$ cat src/rtl/board_cursor_datapath_if.sv
// rtl/board_cursor_datapath_if.sv - draw command channel between cursor datapath and box/disk renderer
interface board_cursor_datapath_if #(
  parameter int XP_W = 8,
  parameter int YP_W = 7
);
  logic            draw_req;
  logic            draw_ack;
  logic [XP_W-1:0] x_plot;
  logic [YP_W-1:0] y_plot;
  logic [1:0]      select;

  modport master (output draw_req, output x_plot, output y_plot, output select, input draw_ack);
  modport slave  (input draw_req, input x_plot, input y_plot, input select, output draw_ack);
endinterface

$ cat src/rtl/board_cursor_datapath.sv
// rtl/board_cursor_datapath.sv - cursor position, side-to-move and erase/box/disk draw sequencer
module board_cursor_datapath #(
  parameter int BOARD_N  = 8,
  parameter int COORD_W  = 3,
  parameter int CELL_PX  = 13,
  parameter int ORIGIN_X = 9,
  parameter int ORIGIN_Y = 9,
  parameter int XP_W     = 8,
  parameter int YP_W     = 7,
  parameter int WRAP     = 1
) (
  input  logic                    clock,
  input  logic                    resetn,
  input  logic                    move_up,
  input  logic                    move_down,
  input  logic                    move_left,
  input  logic                    move_right,
  input  logic                    turn_side,
  input  logic                    place_disk,
  output logic [COORD_W-1:0]      x,
  output logic [COORD_W-1:0]      y,
  output logic                    side,
  output logic                    busy,
  board_cursor_datapath_if.master cmd
);

  localparam logic [1:0] S_IDLE  = 2'd0;
  localparam logic [1:0] S_ERASE = 2'd1;
  localparam logic [1:0] S_BOX   = 2'd2;
  localparam logic [1:0] S_DISK  = 2'd3;

  localparam logic [COORD_W-1:0] LAST = COORD_W'(BOARD_N - 1);
  localparam logic [COORD_W-1:0] ONE  = COORD_W'(1);

  logic [5:0] btn_in, btn_cur, btn_prev, btn_ev;
  logic       armed;

  logic [1:0]         state, state_n;
  logic [COORD_W-1:0] cx, cy, ox, oy;
  logic [COORD_W-1:0] cx_n, cy_n, ox_n, oy_n;
  logic               pend, pend_n;
  logic               launch;

  logic               mv_ok;
  logic [COORD_W-1:0] mx, my;
  logic               place_ev, ack_ok, enter;
  logic [COORD_W-1:0] tcol, trow;
  logic [1:0]         tsel;

  assign btn_in   = {place_disk, turn_side, move_right, move_left, move_down, move_up};
  assign btn_ev   = btn_cur & ~btn_prev;
  assign place_ev = btn_ev[5];
  assign ack_ok   = cmd.draw_req & cmd.draw_ack;

  // The first sample after reset primes history with the live level, so a
  // button held through reset is not mistaken for a fresh press.
  always_ff @(posedge clock) begin
    if (resetn) begin
      btn_cur  <= '0;
      btn_prev <= '0;
      armed    <= 1'b0;
    end else begin
      btn_cur  <= btn_in;
      btn_prev <= armed ? btn_cur : btn_in;
      armed    <= 1'b1;
    end
  end

  always_comb begin
    mv_ok = 1'b0;
    mx    = cx;
    my    = cy;
    if (btn_ev[0]) begin
      if (cy != '0)      begin my = cy - ONE; mv_ok = 1'b1; end
      else if (WRAP != 0) begin my = LAST;     mv_ok = 1'b1; end
    end else if (btn_ev[1]) begin
      if (cy != LAST)    begin my = cy + ONE; mv_ok = 1'b1; end
      else if (WRAP != 0) begin my = '0;       mv_ok = 1'b1; end
    end else if (btn_ev[2]) begin
      if (cx != '0)      begin mx = cx - ONE; mv_ok = 1'b1; end
      else if (WRAP != 0) begin mx = LAST;     mv_ok = 1'b1; end
    end else if (btn_ev[3]) begin
      if (cx != LAST)    begin mx = cx + ONE; mv_ok = 1'b1; end
      else if (WRAP != 0) begin mx = '0;       mv_ok = 1'b1; end
    end
  end

  always_comb begin
    state_n = state;
    cx_n    = cx;
    cy_n    = cy;
    ox_n    = ox;
    oy_n    = oy;
    pend_n  = pend;
    case (state)
      S_IDLE: begin
        if (mv_ok) begin
          ox_n    = cx;
          oy_n    = cy;
          cx_n    = mx;
          cy_n    = my;
          state_n = S_ERASE;
          pend_n  = pend | place_ev;
        end else if (place_ev || pend) begin
          state_n = S_DISK;
          pend_n  = 1'b0;
        end
      end
      S_ERASE: begin
        if (place_ev) pend_n = 1'b1;
        if (ack_ok)   state_n = S_BOX;
      end
      S_BOX: begin
        if (place_ev) pend_n = 1'b1;
        if (ack_ok) begin
          if (pend_n) begin
            state_n = S_DISK;
            pend_n  = 1'b0;
          end else begin
            state_n = S_IDLE;
          end
        end
      end
      S_DISK: begin
        if (place_ev) pend_n = 1'b1;
        if (ack_ok)   state_n = S_IDLE;
      end
      default: state_n = S_IDLE;
    endcase
  end

  // Command fields are chosen from the post-edge state so they load on the
  // same edge the sequencer enters the new command state.
  always_comb begin
    enter = (state_n != state) && (state_n != S_IDLE);
    tcol  = (state_n == S_ERASE) ? ox_n : cx_n;
    trow  = (state_n == S_ERASE) ? oy_n : cy_n;
    case (state_n)
      S_ERASE: tsel = 2'd0;
      S_BOX:   tsel = 2'd1;
      S_DISK:  tsel = side ? 2'd2 : 2'd3;
      default: tsel = 2'd0;
    endcase
  end

  always_ff @(posedge clock) begin
    if (resetn) begin
      state        <= S_IDLE;
      cx           <= '0;
      cy           <= '0;
      ox           <= '0;
      oy           <= '0;
      side         <= 1'b0;
      pend         <= 1'b0;
      launch       <= 1'b0;
      cmd.draw_req <= 1'b0;
      cmd.x_plot   <= '0;
      cmd.y_plot   <= '0;
      cmd.select   <= 2'd0;
    end else begin
      state <= state_n;
      cx    <= cx_n;
      cy    <= cy_n;
      ox    <= ox_n;
      oy    <= oy_n;
      pend  <= pend_n;
      if (btn_ev[4]) side <= ~side;
      if (enter) begin
        cmd.x_plot   <= XP_W'(32'(CELL_PX) * 32'(tcol) + 32'(ORIGIN_X));
        cmd.y_plot   <= YP_W'(32'(CELL_PX) * 32'(trow) + 32'(ORIGIN_Y));
        cmd.select   <= tsel;
        cmd.draw_req <= 1'b0;
        launch       <= 1'b1;
      end else if (launch) begin
        cmd.draw_req <= 1'b1;
        launch       <= 1'b0;
      end else if (ack_ok) begin
        cmd.draw_req <= 1'b0;
      end
    end
  end

  assign x    = cx;
  assign y    = cy;
  assign busy = (state != S_IDLE);

endmodule

$ cat src/flat_wrapper.sv
// flat-port wrapper written by rule: the top's interface ports become plain ports
module board_cursor_datapath_flat 
#(
  parameter int BOARD_N  = 8,
  parameter int COORD_W  = 3,
  parameter int CELL_PX  = 13,
  parameter int ORIGIN_X = 9,
  parameter int ORIGIN_Y = 9,
  parameter int XP_W     = 8,
  parameter int YP_W     = 7,
  parameter int WRAP     = 1
)
  (clock, resetn, move_up, move_down, move_left, move_right, turn_side, place_disk, x, y, side, busy, cmd_draw_req, cmd_x_plot, cmd_y_plot, cmd_select, cmd_draw_ack);
  board_cursor_datapath_if #(.XP_W(XP_W), .YP_W(YP_W)) cmd_i ();
  input  logic clock;
  input  logic resetn;
  input  logic move_up;
  input  logic move_down;
  input  logic move_left;
  input  logic move_right;
  input  logic turn_side;
  input  logic place_disk;
  output logic [COORD_W-1:0] x;
  output logic [COORD_W-1:0] y;
  output logic side;
  output logic busy;
  output wire logic [$bits(cmd_i.draw_req)-1:0] cmd_draw_req;
  output wire logic [$bits(cmd_i.x_plot)-1:0] cmd_x_plot;
  output wire logic [$bits(cmd_i.y_plot)-1:0] cmd_y_plot;
  output wire logic [$bits(cmd_i.select)-1:0] cmd_select;
  input wire logic [$bits(cmd_i.draw_ack)-1:0] cmd_draw_ack;
  assign cmd_draw_req = cmd_i.draw_req;
  assign cmd_x_plot = cmd_i.x_plot;
  assign cmd_y_plot = cmd_i.y_plot;
  assign cmd_select = cmd_i.select;
  assign cmd_i.draw_ack = cmd_draw_ack;
  board_cursor_datapath #(.BOARD_N(BOARD_N), .COORD_W(COORD_W), .CELL_PX(CELL_PX), .ORIGIN_X(ORIGIN_X), .ORIGIN_Y(ORIGIN_Y), .XP_W(XP_W), .YP_W(YP_W), .WRAP(WRAP)) u_core (.clock(clock), .resetn(resetn), .move_up(move_up), .move_down(move_down), .move_left(move_left), .move_right(move_right), .turn_side(turn_side), .place_disk(place_disk), .x(x), .y(y), .side(side), .busy(busy), .cmd(cmd_i));
endmodule
$ cat config.mk
export PLATFORM = sky130hd
export DESIGN_NAME = board_cursor_datapath_flat
export DESIGN_NICKNAME = d
export VERILOG_FILES = /design/src/rtl/board_cursor_datapath_if.sv /design/src/rtl/board_cursor_datapath.sv /design/src/flat_wrapper.sv
export SDC_FILE = /design/constraint.sdc
export NUM_CORES = 1
export LEC_CHECK = 0
export CAP_MARGIN = 20
export CORE_UTILIZATION = 55
export DETAILED_ROUTE_END_ITERATION = 10
export GPL_TIMING_DRIVEN = 0
export PLACE_DENSITY = 0.8
export SLEW_MARGIN = 20
export SYNTH_ARGS = -nofsm -noshare
export SYNTH_HDL_FRONTEND = slang
export SYNTH_SLANG_ARGS = --single-unit
export TNS_END_PERCENT = 10
$ cat constraint.sdc
create_clock -name clock -period 8.7 [get_ports clock]
set_input_delay 0.87 -clock clock [delete_from_list [all_inputs] [get_ports clock]]
set_output_delay 0.87 -clock clock [all_outputs]
set_load 0.01 [all_outputs]
==> impl_metrics.toml, run 1 <==
[drt]
wl_met1_microns = 2470
wl_met2_microns = 2620
vias = 2136
drtAntennaViolNets = 0
routed_wl_microns = 5310
vias_per_cell = 5.61
top_layer_used = "met4"
wl_met3_microns = 178
drtIter0Drc = 95
post_drt_wl_per_cell_microns = 13.9
dr.pass1.iters = 4
drcViolationCount = 0

[clock_network]
insertion_delay_ps = 300
h-tree-depth = 2
clkTransAtPathRegs_ps = 80
cts_buffers = 5
clockBufferDepth = 2
post_cts.repair.setup_buffers = 0
cts_tree = "yes"
clock_sinks = 48
cts_resized = 0
holdBufCountCts = 0
cts-root-buf = "clkbuf_8"

[logic_synthesis]
synth_area_sq_um = 2550
synth_ff_type = "dfxtp_1"
netlist.area_leader.share_pct = 37.6
synth.area.top_cells = "dfxtp_1, ha_1, nor2_1, a21oi_1, mux2i_1"
syn_inst = 288
syn-num-nets = 321
synth.distinct_cells = 53
ys.warnings.count = 0
ys_seq_area_share_pct = 37.6
syn_avg_cell_area_sq_um = 8.86
synth-seq-cells = 48
synth-async-reset-ratio_pct = 0
synth_largest_area_cell = "dfxtp_1"
synth_edf_count = 0

[sta]
finalClockSkew_ps = 8.50
min_period_over_period_pct = 43.3
worst_slew_pin_slew_ps = 600
rsz0062_at_grt = "false"
max_freq_mhz = 265
hold_violations = 0
drv_slew = 0
relSlewSlack_pct = 60.0
holdWs_ps = 458
finalSetupViolCount = 0
finalCriticalPeriod_ps = 3770
finalSetupTns_ps = 0

[setup_path]
crit_chain = "clkdlybuf4s50_1 > nand2_1 > nor2_1 > a211o_2 > mux2i_1 > ha_1 > fa_1 > ha_1 > a31oi_1 > o21ai_0 > and3_1 > a21oi_1 > nor2_1"
path_buf_inv = 1
slowest_stage = "clkdlybuf4s50_1"
crit_family = "adder cells"
cp.required_ps = 8860
worst_path_largest_cell_delay_ps = 450
cp_max_fo = 5
cp-start-kind = "input pin"
critical_path_class = "input pin to register"
worstSetupEndpointType = "register"
critPathArrivalTime_ps = 3930

[finish]
finalNonFillerCells = 381
finish.net_count = 361
area_growth_pct = 19.0
drive_gt1_share_pct = 8.21
final_area_sq_um = 3040
n_antenna_cell = 0

[grt]
overflow = 0
grt_usage_pct = 23.3
antenna_found_initial = 0
grt_pass1_vias = 1954
grt_max_degree = 14
grt_pass1_wl_microns = 9140

[min_path]
hp-class = "register to register"

[die]
dieWidth_microns = 70.1
start_util_pct = 57.8
ios = 35
die-area_sq_um = 4920
core_sq_um = 4410
std_cell_rows = 24
die_h_microns = 70.1

[pwr]
power_density_nw_per_um2 = 190
power.total_uw = 577
p_leak_nw = 1.29
vdd_ir_drop_max_mv = 0.120

[place]
portBuffers = 33
place_area_sq_um = 2950
gp_congestion = 0.874
place_inst = 373
dpl.hpwl_microns = 3960

[run_status]
status = "finished, final reports clean"

[run]
cap_viol_max_count = 0
[layer usage]
metal	up-vias	track usage, %
li1	1070	-
met1	1032	30.2
met2	30	40.2
met3	4	4.47
met4	0	4.67
met5	-	0
[worst paths after layout]
check                                     from                                 to  slack, ps  depth (start not counted)
min          u_core.cmd.x_plot[1]$_SDFFE_PP0P_  u_core.cmd.x_plot[1]$_SDFFE_PP0P_        460                          2
min reg2reg  u_core.cmd.x_plot[1]$_SDFFE_PP0P_  u_core.cmd.x_plot[1]$_SDFFE_PP0P_        460                          2
max reg2reg      u_core.btn_prev[2]$_SDFF_PP0_  u_core.cmd.x_plot[7]$_SDFFE_PP0P_       5060                         14
max                               cmd_draw_ack  u_core.cmd.x_plot[7]$_SDFFE_PP0P_       4930                         13
[flip-flops by register name, summed over array words and instances (netlist names)]
signal / flops
u_core.oy: 3
u_core.y: 3
u_core.btn_prev: 6
u_core.ox: 3
u_core.cmd.select: 2
u_core.launch: 1
u_core.cmd.y_plot: 7
u_core.cmd.x_plot: 8
u_core.cmd.draw_req: 1
u_core.x: 3
u_core.side: 1
u_core.btn_cur: 6
u_core.pend: 1
u_core.state: 2
u_core.armed: 1
[worst register-to-register path, cell delays in order, from the launching register on]
cell     delay, ps
dfxtp_1        330
and2b_4        220
o41ai_4        400
buf_2          300
nor2_1          60
a21oi_1        220
mux2i_1        230
ha_1           270
fa_1           370
ha_1           320
a31oi_1        280
o21ai_0        130
and3_1         200
a21oi_1        120
nor2_1          50
[power breakdown]
part / total, mW / internal, mW / leakage, nW / switching, mW
combinational: 0.184 / 0.0843 / 0.850 / 0.100
sequential: 0.256 / 0.241 / 0.395 / 0.0155
clock: 0.136 / 0.0649 / 0.0455 / 0.0715
total: 0.577 / 0.390 / 1.29 / 0.187
[cells in the mapped netlist, types with 2 or more instances]
master    count
a21o_1        2
nor2b_4       2
ha_1         22
inv_1        13
mux2i_1      12
o21a_1        2
o21ai_0       8
fa_1          2
nor3_1        6
nand3_1       3
buf_2         3
a31oi_1       3
xnor2_1       5
a21oi_1      24
dfxtp_1      48
inv_2         2
nor2b_1       7
nand2b_1      4
a211oi_1      7
and2_1        2
xor2_1        3
and3_1        3
nor2_1       42
clkbuf_1      7
nand2_1      28
[cells by family after synthesis]
group,Yosys count,synth area share [%]
simple gates,110,22.2
xor+xnor,8,2.75
mux,12,4.71
flops,48,37.6
compound gates,61,16.5
buf+inv,25,3.82
fa+ha+maj,24,12.4
[cells in the final DEF, fill, tap and decap left out, types with 2 or more instances in the layout]
cell type and count:
and2_1 2, a21oi_1 24, a31oi_1 3, clkbuf_1 9, ha_1 22, mux2i_1 12, o21a_1 2, nor2b_4 2
nor2_1 42, nor3_1 6, dfxtp_1 48, o21ai_0 8, nor2b_1 7, nand2_1 28, clkbuf_8 6, inv_1 13
nand2b_1 4, buf_2 3, and3_1 3, fa_1 2, clkdlybuf4s50_1 33, a21o_1 2, xor2_1 3, inv_2 2
a211oi_1 7, nand3_1 3, xnor2_1 5
[layout make-up]
type                            count  area (sq um)
Timing Repair Buffer               33           330
Inverter                           15          56.3
Multi-Input combinational cell    215          1490
Clock buffer                        8          90.1
Sequential cell                    48           961
Buffer                             10          41.3
Tap cell                           52          65.1
Fill cell                         355          1380
[stage by stage]
| stage | util, % | setup slack, ps |
|---|---|---|
| 2_1_floorplan | - | 5440 |
| 3_3_place_gp | 66.8 | 4740 |
| 3_5_place_dp | 66.8 | 4640 |
| 4_1_cts | 68.8 | 4970 |
| 5_1_grt | 68.8 | 4760 |
| 6_report | 68.8 | 4930 |
No activity file was read; power rests on OpenSTA's default activity.
==> inputs of run 2 (changes only) <==
Settings changed: CORE_UTILIZATION 55 to 54, PLACE_DENSITY 0.8 to 0.79.
Clock period 8.7 ns to 3.8 ns, I/O delays scaled along.
==> impl_metrics.toml, run 2 (same netlist as run 1, synthesis figures left out) <==
[min_path]
hp-class = "register to register"

[clock_network]
holdBufCountCts = 0
clockBufferDepth = 2
cts-root-buf = "clkbuf_8"
cts_resized = 0
post_cts.repair.setup_buffers = 0
clock_sinks = 48
insertion_delay_ps = 300
cts_buffers = 5
h-tree-depth = 2
cts_tree = "yes"
clkTransAtPathRegs_ps = 80

[finish]
multi_input_area_sq_um = 1490
drive_gt1_share_pct = 8.48
finish.net_count = 362
nFillCells = 367
n_antenna_cell = 0
finalNonFillerCells = 382
regArea_sq_um = 961
final_common_cell = "dfxtp_1"
max_flop_register = "u_core.cmd.x_plot"
final_area_sq_um = 3050
largest_register_ffs = 8
area_growth_pct = 19.3
final_cell_mix = "dfxtp_1, nor2_1, clkdlybuf4s50_1"
reg.largest.list = "u_core.cmd.x_plot x8, u_core.cmd.y_plot x7"

[sta]
relSlewSlack_pct = 59.1
min_period_over_period_pct = 92.9
finalClockSkew_ps = 4.68
finalSetupViolCount = 0
worst_slew_pin_slew_ps = 614
finalCriticalPeriod_ps = 3530
finalSetupTns_ps = 0
hold_violations = 0
layout_setup_ws_ps = 272
max_freq_mhz = 283
drv_slew = 0

[drt]
drtAntennaViolNets = 0
vias = 2107
dr.pass1.iters = 7
drtIter0Drc = 121
routed_wl_microns = 5530
post_drt_wl_per_cell_microns = 14.5
vias_per_cell = 5.52
drcViolationCount = 2

[die]
ios = 35
core_sq_um = 4440
dieWidth_microns = 70.8
die_h_microns = 70.8
start_util_pct = 57.4
die-area_sq_um = 5010
std_cell_rows = 24

[setup_path]
crit_chain = "ha_1 > ha_1 > a2111oi_0 > a21oi_1 > mux2i_1 > ha_1 > inv_1 > fa_1 > nor3_1 > a31oi_1 > or3b_1"
worst_path_largest_cell_delay_ps = 480
cp-start-kind = "register"
worstSetupEndpointType = "register"
slowest_stage = "mux2i_1"
critical_path_class = "register to register"
critPathArrivalTime_ps = 3710
path_buf_inv = 1
cp_common_cell = "ha_1"
crit_family = "adder cells"
cp_max_fo = 5
cp.required_ps = 3980

[grt]
antenna_found_initial = 0
grt-busiest-layer = "met2"
grt_pass1_vias = 2032
met1_usage_pct = 30.8
grt_usage_pct = 23.8
grt_use_met2_pct = 41.2
grt_pass1_wl_microns = 9370
use_met3_pct = 3.56
grt_max_degree = 14
overflow = 0

[pwr]
power_density_nw_per_um2 = 435
vdd_ir_drop_max_mv = 0.283
p_leak_nw = 1.29

[place]
place_area_sq_um = 2950
dpl.hpwl_microns = 4010
portBuffers = 33
place_ws_ps = 195
gp_congestion = 0.818
place_inst = 373

[run_status]
status = "finished with violations"
violations = "design-rule violations"

[run]
cap_viol_max_count = 0
==> run 2: final timing paths <==
| path | from | to | slack [ps] | cells after the start |
|---|---|---|---|---|
| worst max-delay path | u_core.y[0]$_SDFF_PP0_ | u_core.cmd.y_plot[6]$_SDFFE_PP0P_ | 270 | 11 |
| worst min-delay path | u_core.cmd.y_plot[3]$_SDFFE_PP0P_ | u_core.cmd.y_plot[3]$_SDFFE_PP0P_ | 450 | 2 |
| worst max register to register | u_core.y[0]$_SDFF_PP0_ | u_core.cmd.y_plot[6]$_SDFFE_PP0P_ | 270 | 11 |
| worst min register to register | u_core.cmd.y_plot[3]$_SDFFE_PP0P_ | u_core.cmd.y_plot[3]$_SDFFE_PP0P_ | 450 | 2 |
==> run 2: worst min-delay path: cells and delay by family (launching register included) <==
family,cells,cell delay [ps]
DFF,1,310
and+or+nand+nor,1,50
AOI/OAI and AO/OA,1,50
==> run 2: layout make-up <==
type,count,area share [%]
multi-input cells,215,49.1
clock buffers,8,2.96
repair buffers,34,11.1
well taps,52,2.14
flip-flops and latches,48,31.6
plain buffers,10,1.36
inverters,15,1.85
==> run 2: through the flow <==
stage          power, mW  hold slack (ps)  utilization, %
4_1_cts             1.33              454            68.4
6_report            1.32              452            68.5
3_5_place_dp        1.02              443            66.3
5_1_grt             1.40              477            68.5
3_3_place_gp        1.01              441            66.3
2_1_floorplan      0.877              436               -
==> run 2: power breakdown <==
part | internal, mW | total, mW | leakage (nW) | switching, mW
clock network | 0.149 | 0.309 | 0.0455 | 0.160
registers | 0.551 | 0.586 | 0.395 | 0.0353
logic | 0.195 | 0.430 | 0.855 | 0.234
total | 0.895 | 1.32 | 1.29 | 0.430
==> run 2: metal layers <==
| layer | vias up | wire length [microns] |
|---|---|---|
| met1 | 994 | 2620 |
| met2 | 36 | 2690 |
| met5 | - | 0 |
| met3 | 7 | 152 |
| met4 | 0 | 63 |
| li1 | 1070 | - |
==> inputs of run 3 (changes only) <==
Settings changed: CORE_MARGIN set to 10.
==> impl_metrics.toml, run 3 (same netlist as run 1, synthesis figures left out) <==
[run_status]
status = "finished, final reports clean"

[grt]
grt_max_degree = 14
overflow = 0
grt_pass1_wl_microns = 9560
antenna_found_initial = 0
grt_pass1_vias = 2025
grt_usage_pct = 15.3

[drt]
drtAntennaViolNets = 0
routed_wl_microns = 5770
drtIter0Drc = 129
vias_per_cell = 5.58
drcViolationCount = 0
post_drt_wl_per_cell_microns = 15.1
dr.pass1.iters = 4
vias = 2126

[setup_path]
worst_path_largest_cell_delay_ps = 460
slowest_stage = "o41ai_4"
crit_family = "compound AO/OA/AOI/OAI gates"
path_buf_inv = 1
critical_path_class = "register to register"
cp.required_ps = 3980
crit_chain = "nor2b_4 > o41ai_4 > buf_2 > nor2_1 > a21oi_1 > mux2i_1 > ha_1 > fa_1 > ha_1 > a31oi_1 > o21ai_0 > and3_1 > a21oi_1 > nor2_1"
critPathArrivalTime_ps = 3670
cp_max_fo = 10
cp-start-kind = "register"
worstSetupEndpointType = "register"

[finish]
final_common_cell = "dfxtp_1"
area_growth_pct = 19.0
largest_register_ffs = 8
final_area_sq_um = 3040
finalNonFillerCells = 381
n_antenna_cell = 0
drive_gt1_share_pct = 8.21
final_cell_mix = "dfxtp_1, nor2_1, clkdlybuf4s50_1"
nFillCells = 379
finish.net_count = 361
max_flop_register = "u_core.cmd.x_plot"
reg.largest.list = "u_core.cmd.x_plot x8, u_core.cmd.y_plot x7"
final_util_pct = 67.9

[sta]
hold_violations = 0
min_period_over_period_pct = 92.0
max_freq_mhz = 286
rsz0062_at_grt = "false"
relSlewSlack_pct = 60.5
worst_slew_pin_slew_ps = 592
drv_slew = 0
finalClockSkew_ps = 7.19
layout_setup_ws_ps = 303
finalCriticalPeriod_ps = 3500
holdWs_ps = 459
finalSetupTns_ps = 0
finalSetupViolCount = 0

[pwr]
vdd_ir_drop_max_mv = 0.278
power_density_nw_per_um2 = 438
p_leak_nw = 1.29
power.total_mw = 1.33

[die]
ios = 35
die-area_sq_um = 7880
core_sq_um = 4470
die_h_microns = 88.8
start_util_pct = 57.0
std_cell_rows = 24
dieWidth_microns = 88.8

[clock_network]
cts-root-buf = "clkbuf_8"
post_cts.repair.setup_buffers = 0
h-tree-depth = 2
clockBufferDepth = 2
clkTransAtPathRegs_ps = 90
holdBufCountCts = 0
cts_tree = "yes"
clock_sinks = 48
insertion_delay_ps = 310
cts_buffers = 5
cts_resized = 0

[place]
place_inst = 373
place_ws_ps = 263
gp_congestion = 0.922
place_area_sq_um = 2950
dpl.hpwl_microns = 4330
portBuffers = 33

[run]
cap_viol_max_count = 0

[min_path]
hp-class = "register to register"
## run 3: cell count changes in the layout (fill, tap and decap cells not counted)
cell     before  now
buf_4         1    0
o21ai_1       0    1
o21ai_0       8    7
## run 3: power breakdown
group	switching, mW	internal (mW)	leakage [nW]
Combinational	0.235	0.193	0.850
Sequential	0.0354	0.551	0.395
Clock	0.168	0.149	0.0455
Total	0.438	0.893	1.29
## run 3: layer usage
metal	routed length (microns)	vias up	global-route usage [%]
met3	301	9	3.77
met2	2770	51	24.5
met5	0	-	0
met4	87	0	6.61
li1	-	1073	-
met1	2610	993	19.1
## run 3: tightest hold or removal path, stage by stage, from the launching register on
cell     delay (ps)
dfxtp_1         310
nand2_1          50
a21oi_1          50
## run 3: final timing paths
check	from	to	slack [ps]	cells past startpoint
min	u_core.cmd.x_plot[6]$_SDFFE_PP0P_	u_core.cmd.x_plot[6]$_SDFFE_PP0P_	460	2
min reg2reg	u_core.cmd.x_plot[6]$_SDFFE_PP0P_	u_core.cmd.x_plot[6]$_SDFFE_PP0P_	460	2
max	u_core.btn_cur[0]$_SDFF_PP0_	u_core.cmd.x_plot[7]$_SDFFE_PP0P_	300	14
max reg2reg	u_core.btn_cur[0]$_SDFF_PP0_	u_core.cmd.x_plot[7]$_SDFFE_PP0P_	300	14
## run 3: final cells by class
class / instances / area, sq um / share of cell area [%]
Inverter: 15 / 56.3 / 1.85
Multi-Input combinational cell: 215 / 1490 / 49.2
Tap cell: 52 / 65.1 / 2.14
Clock buffer: 8 / 90.1 / 2.97
Sequential cell: 48 / 961 / 31.6
Timing Repair Buffer: 33 / 330 / 10.9
Buffer: 10 / 41.3 / 1.36
